[config.mk]
export PLATFORM = sky130hd
export DESIGN_NAME = alu
export DESIGN_NICKNAME = d
export VERILOG_FILES = /design/src/rtl/alu.sv
export SDC_FILE = /design/constraint.sdc
export NUM_CORES = 1
export LEC_CHECK = 0
export CORE_MARGIN = 4
export CORE_UTILIZATION = 57
export DETAILED_ROUTE_END_ITERATION = 8
export GPL_TIMING_DRIVEN = 0
export PLACE_DENSITY = 0.84
export SYNTH_ARGS = -nofsm -noshare
export SYNTH_HDL_FRONTEND = slang
export SYNTH_SLANG_ARGS = --single-unit
[constraint.sdc]
create_clock -name clk -period 1 [get_ports clk]
set_input_delay 0.2 -clock clk [delete_from_list [all_inputs] [get_ports clk]]
set_output_delay 0.2 -clock clk [all_outputs]
set_load 0.05 [all_outputs]
[src/rtl/alu.sv]
// 32-bit MIPS-style ALU with registered result and Zero/Overflow flags.
// Optional shifter ops (SLL/SRL/SRA) are enabled by defining ALU_SHIFT_EN.
module alu (
  input  logic        clk,
  input  logic        reset,
  input  logic [31:0] scrA,
  input  logic [31:0] scrB,
  input  logic [3:0]  ALUControl,
  output logic [31:0] ALUResult,
  output logic        Zero,
  output logic        Overflow
);

  localparam logic [3:0] OP_AND  = 4'b0000;
  localparam logic [3:0] OP_OR   = 4'b0001;
  localparam logic [3:0] OP_ADD  = 4'b0010;
  localparam logic [3:0] OP_XOR  = 4'b0011;
  localparam logic [3:0] OP_SUB  = 4'b0110;
  localparam logic [3:0] OP_SLT  = 4'b0111;
  localparam logic [3:0] OP_SLTU = 4'b1000;
  localparam logic [3:0] OP_NOR  = 4'b1100;
`ifdef ALU_SHIFT_EN
  localparam logic [3:0] OP_SLL  = 4'b0100;
  localparam logic [3:0] OP_SRL  = 4'b0101;
  localparam logic [3:0] OP_SRA  = 4'b1001;
`endif

  logic [31:0] sum;
  logic [31:0] diff;
  logic        add_ovf;
  logic        sub_ovf;
  logic [31:0] res_next;
  logic        ovf_next;

  assign sum  = scrA + scrB;
  assign diff = scrA - scrB;

  assign add_ovf = (scrA[31] == scrB[31]) &&
                   (sum[31] != scrA[31]);
  assign sub_ovf = (scrA[31] != scrB[31]) &&
                   (diff[31] != scrA[31]);

  always_comb begin
    res_next = 32'd0;
    ovf_next = 1'b0;
    case (ALUControl)
      OP_AND:  res_next = scrA & scrB;
      OP_OR:   res_next = scrA | scrB;
      OP_ADD: begin
        res_next = sum;
        ovf_next = add_ovf;
      end
      OP_XOR:  res_next = scrA ^ scrB;
      OP_SUB: begin
        res_next = diff;
        ovf_next = sub_ovf;
      end
      // true signed compare, immune to SUB overflow
      OP_SLT:  res_next = {31'd0, $signed(scrA) < $signed(scrB)};
      OP_SLTU: res_next = {31'd0, scrA < scrB};
      OP_NOR:  res_next = ~(scrA | scrB);
`ifdef ALU_SHIFT_EN
      OP_SLL:  res_next = scrA << scrB[4:0];
      OP_SRL:  res_next = scrA >> scrB[4:0];
      OP_SRA:  res_next = $unsigned($signed(scrA) >>> scrB[4:0]);
`endif
      default: begin
        res_next = 32'd0;
        ovf_next = 1'b0;
      end
    endcase
  end

  always_ff @(posedge clk or posedge reset) begin
    if (reset) begin
      ALUResult <= 32'd0;
      Zero      <= 1'b1;
      Overflow  <= 1'b0;
    end else begin
      ALUResult <= res_next;
      Zero      <= (res_next == 32'd0);
      Overflow  <= ovf_next;
    end
  end

endmodule

==> impl_metrics.tcl, run 1 <==
set metrics [dict create \
    outcome "aborted with a tool error" \
    stop_stage "global routing (5_1_grt)" \
    firstError "[ERROR DPL-0038] Utilization greater than 100%, impossible to legalize" \
    yosys-top-cells-count "ha_1 (100), nor2_1 (97), inv_1 (96), a21oi_1 (83), nand2_1 (74)" \
    synth_cells 943 \
    cts_max_level 2 \
    ys_seq_area_frac 0.125 \
    synth_cell_type_count 101 \
    synth_area_leaders "ha_1 (18%), dfrtp_1 (12%), a21oi_1 (6.1%), nor2_1 (5.3%), inv_1 (5.3%)" \
    synthMuxAreaShare 0.0179 \
    yosys.area_share.simple 0.242 \
    avgSynthCellArea_sq_um 7.26 \
    netlist.area_leader.share 0.183 \
    dp_slack_ns -3.29 \
    synth_top_family_by_area "compound AO/OA/AOI/OAI gates" \
    fp-row-count 39 \
    root_buffer "clkbuf_16" \
    synthAdderAreaFrac 0.189 \
    clock_path_buffers 2 \
    ios 104 \
    clkSinkCount 34 \
    synthArstFlopShare 1.00 \
    dieWidth_um 118 \
    synth_top_area_cell "ha_1" \
    postSynthRegisterBits 34 \
    synth_edf_count 0 \
    synth_xor_xnor_area_share 0.00768 \
    synth_nets 1115 \
    syn_area_sq_mm 0.00684 \
    dpl.cell_count 1188 \
    ys.flop_type "dfrtp_1" \
    die_y_um 118 \
    portBuffers 102 \
    grt_max_degree 35 \
    place_congestion 1.07 \
    cts-hold-fix-buffers 0 \
    cts_buffers 5 \
    synth_compound_area_frac 0.332 \
    ys_warn_count 0 \
    grt-worst-endpoint "Zero$_DFF_PP1_/D" \
    worst_path_end_type "register input" \
    start_util 0.592 \
    hpwl_mm 20.6 \
    yosysMostFrequentCell "ha_1" \
]
metrics by stage:
step,hold WS [ns],TNS [ns],cell area [sq um],util
after CTS,0.407,-44.72,10800,0.935
after floorplan,0.341,-38.65,7080,-
after detailed placement,0.858,-115.68,8280,0.716
after global placement,0.842,-112.24,8280,0.716
what timing repair did:
item,CTS
gates cloned,1
buffers inserted,128
resized for setup,734
pin swaps,115
endpoints found under the setup margin,102
cell families after synthesis:
group	after synthesis
XOR/XNOR	6
adder cells (fa/ha/maj)	102
flip-flops	34
multiplexers	12
AO/OA/AOI/OAI	320
AND/OR/NAND/NOR	319
buffers and inverters	150
==> run 2, diff against run 1 <==
Settings changed: CORE_UTILIZATION 57 to 40, PLACE_DENSITY 0.84 to default, PLACE_DENSITY_LB_ADDON from default to 0.15.
==> run 2 against run 1 <==
Compared with the run above: the flow now finishes, with violations (negative setup slack); area after synthesis unchanged; synthesized cell count unchanged.
==> impl_metrics.tcl, run 2 <==
set metrics [dict create \
    drive_above_1_share 0.448 \
    placed_cell_area_sq_mm 0.00838 \
    cp_max_fo 3 \
    synthArstFlopShare 1.00 \
    cp-end-kind "flip-flop" \
    crit_path_start "scrA[0]" \
    via_per_inst 6.61 \
    cts_tree "yes" \
    synth_cell_type_count 101 \
    outcome "finished with violations" \
    place_congestion 1.03 \
    start_util 0.410 \
    yosysMostFrequentCell "ha_1" \
    reg_top3 "ALUResult x32, Overflow x1, Zero x1" \
    first_global_vias 8592 \
    rsz0062_at_grt "true" \
    clock_path_buffers 2 \
    final_cell_area_sq_mm 0.0116 \
    hpwl_mm 21.1 \
    cts_max_level 2 \
    fp-row-count 47 \
    postSynthRegisterBits 34 \
    grt-ovfl-total 0 \
    drc 0 \
    root_buffer "clkbuf_16" \
    vias 9356 \
    syn_to_final_growth_pct 68.8 \
    drtPass1Iterations 7 \
    slew_viol_final 0 \
    ys.flop_type "dfrtp_1" \
    arrival_ns 3.61 \
    ir_drop_v 0.00111 \
    postLayoutSetupSlackWorst_ns -2.43 \
    cts_buffers 5 \
    dieWidth_um 139 \
    wl_per_cell_um 23.4 \
    syn_area_sq_mm 0.00684 \
    slowest_stage "or4_4" \
    synth_edf_count 0 \
    violations "negative setup slack" \
    portBuffers 102 \
    cellPowerDensity_mw_per_mm2 910 \
    n_antenna_cell 0 \
    worstMarginPinSlew_ns 0.743 \
    largest_reg_flops 32 \
    synth_cells 943 \
    avgSynthCellArea_sq_um 7.26 \
    ios 104 \
    track_usage 0.302 \
    fin_nets 1366 \
    period_needed_ns 3.43 \
    maxSlewHeadroom 0.500 \
    crit_path_max_incr_delay_ns 0.48 \
    clk_pin_slew_ns 0.05 \
    layout_common_cells "buf_4 (111), buf_6 (86), nor2_1 (80)" \
    grt_max_degree 35 \
    drt_iter0_drc 1409 \
    clkSinkCount 34 \
    core_area_sq_mm 0.0167 \
    ys_seq_area_frac 0.125 \
    ys_warn_count 0 \
    antenna_found_initial 0 \
    synth_top_area_cell "ha_1" \
    required_ns 1.18 \
    fillers 1223 \
    netlist.area_leader.share 0.183 \
    maxCapViolations 0 \
    largest_register "ALUResult" \
    layout_commonest_cell "buf_4" \
    synth_area_leaders "ha_1 (18%), dfrtp_1 (12%), a21oi_1 (6.1%), nor2_1 (5.3%), inv_1 (5.3%)" \
    die_y_um 139 \
    timing.fmax_mhz 292 \
    startpoint_type "input port" \
    path_cells "buf_12 > inv_12 > ha_4 > fa_2 > o21ba_4 > or4_4 > buf_6 > a21oi_4 > o21ai_4 > a31oi_4 > a311oi_4 > a221oi_2 > o21ai_2 > nor4_4 > nand4b_4 > nor4b_4" \
    fp.dieArea_sq_mm 0.0193 \
    hold_violations 0 \
    critical_path_class "in2reg" \
    holdWs_ns 0.382 \
    synth_nets 1115 \
    leakage_uw 0.00503 \
    hp-class "in2async" \
    routed_wl_mm 33.1 \
    fin_crit_sh 3.43 \
    setup_viol_count_final 38 \
    grt_first_pass_wirelength_mm 47.4 \
    ant_nets 0 \
    yosys-top-cells-count "ha_1 (100), nor2_1 (97), inv_1 (96), a21oi_1 (83), nand2_1 (74)" \
]
==> run 2: cell counts after synthesis <==
Identical to the previous run, type by type.
==> run 2: report_power, final <==
group	leakage [uW]	switching [uW]	internal, uW
Combinational	0.00452	4280	3120
Sequential	0.000430	79.4	1550
Clock	0.0000739	490	983
Total	0.00503	4850	5660
==> run 2: routing by layer <==
layer  track usage  vias to the layer above  routed length (um)
met5             0                        -                   0
li1              -                     3949                   -
met2         0.470                      824               13900
met3        0.0772                      257                4760
met4         0.119                        0                2020
met1         0.401                     4326               12400
==> run 2: path summary, 6_finish.rpt <==
check | to | depth (start not counted)
max | Zero | 16
max in group asynchronous | Zero | 2
min in group clk | ALUResult[4] | 5
min | ALUResult[1] | 2
==> run 2: critical path: cells and delay by family <==
family,cells,cell delay [ns]
adder cells (fa/ha/maj),2,0.52
AND/OR/NAND/NOR,4,1.21
AO/OA/AOI/OAI,7,1.38
buffers and inverters,3,0.28
==> run 2: repair_timing <==
action                     4_1_cts  5_1_grt
pin swaps                      118       75
resized for setup              767       80
buffers inserted               131       28
setup endpoints to repair      102       68
hold buffers                     0        0
cloned                           2        0
==> run 2: through the flow <==
| step | cells | TNS [ns] | util | worst slack, ns | total power (uW) |
|---|---|---|---|---|---|
| finish | 1415 | -49.15 | 0.692 | -2.43 | 10500 |
| global route | 1415 | -50.70 | 0.692 | -2.49 | 10900 |
| CTS | 1400 | -46.27 | 0.666 | -2.52 | 9830 |
| detailed placement | 1265 | -113.51 | 0.502 | -3.31 | 6510 |
| global placement | 1265 | -113.20 | 0.502 | -3.32 | 6500 |
| floorplan | 943 | -38.65 | - | -2.12 | 4900 |
==> run 2: final cells by class <==
| class | instances | area (sq um) | share of cell area |
|---|---|---|---|
| Multi-Input combinational cell | 759 | 7060 | 0.611 |
| Tap cell | 220 | 275 | 0.0238 |
| Buffer | 44 | 415 | 0.0360 |
| Sequential cell | 34 | 852 | 0.0738 |
| Clock buffer | 7 | 143 | 0.0123 |
| Clock inverter | 1 | 5.00 | 0.000433 |
| Timing Repair Buffer | 250 | 2340 | 0.203 |
| Inverter | 100 | 459 | 0.0398 |
==> run 2: kinds of logic (layout without fill, tap and decap cells) <==
logic type                 Yosys count  after routing  share of synthesized area
muxes                               12             12                     0.0179
DFF                                 34             34                      0.125
AOI/OAI and AO/OA                  320            320                      0.332
and+or+nand+nor                    319            319                      0.242
buffers and inverters              150            402                     0.0880
adders and majority gates          102            102                      0.189
xor gates and xnor gates             6              6                    0.00768
Note: power is estimated with default switching activity, not from simulation.
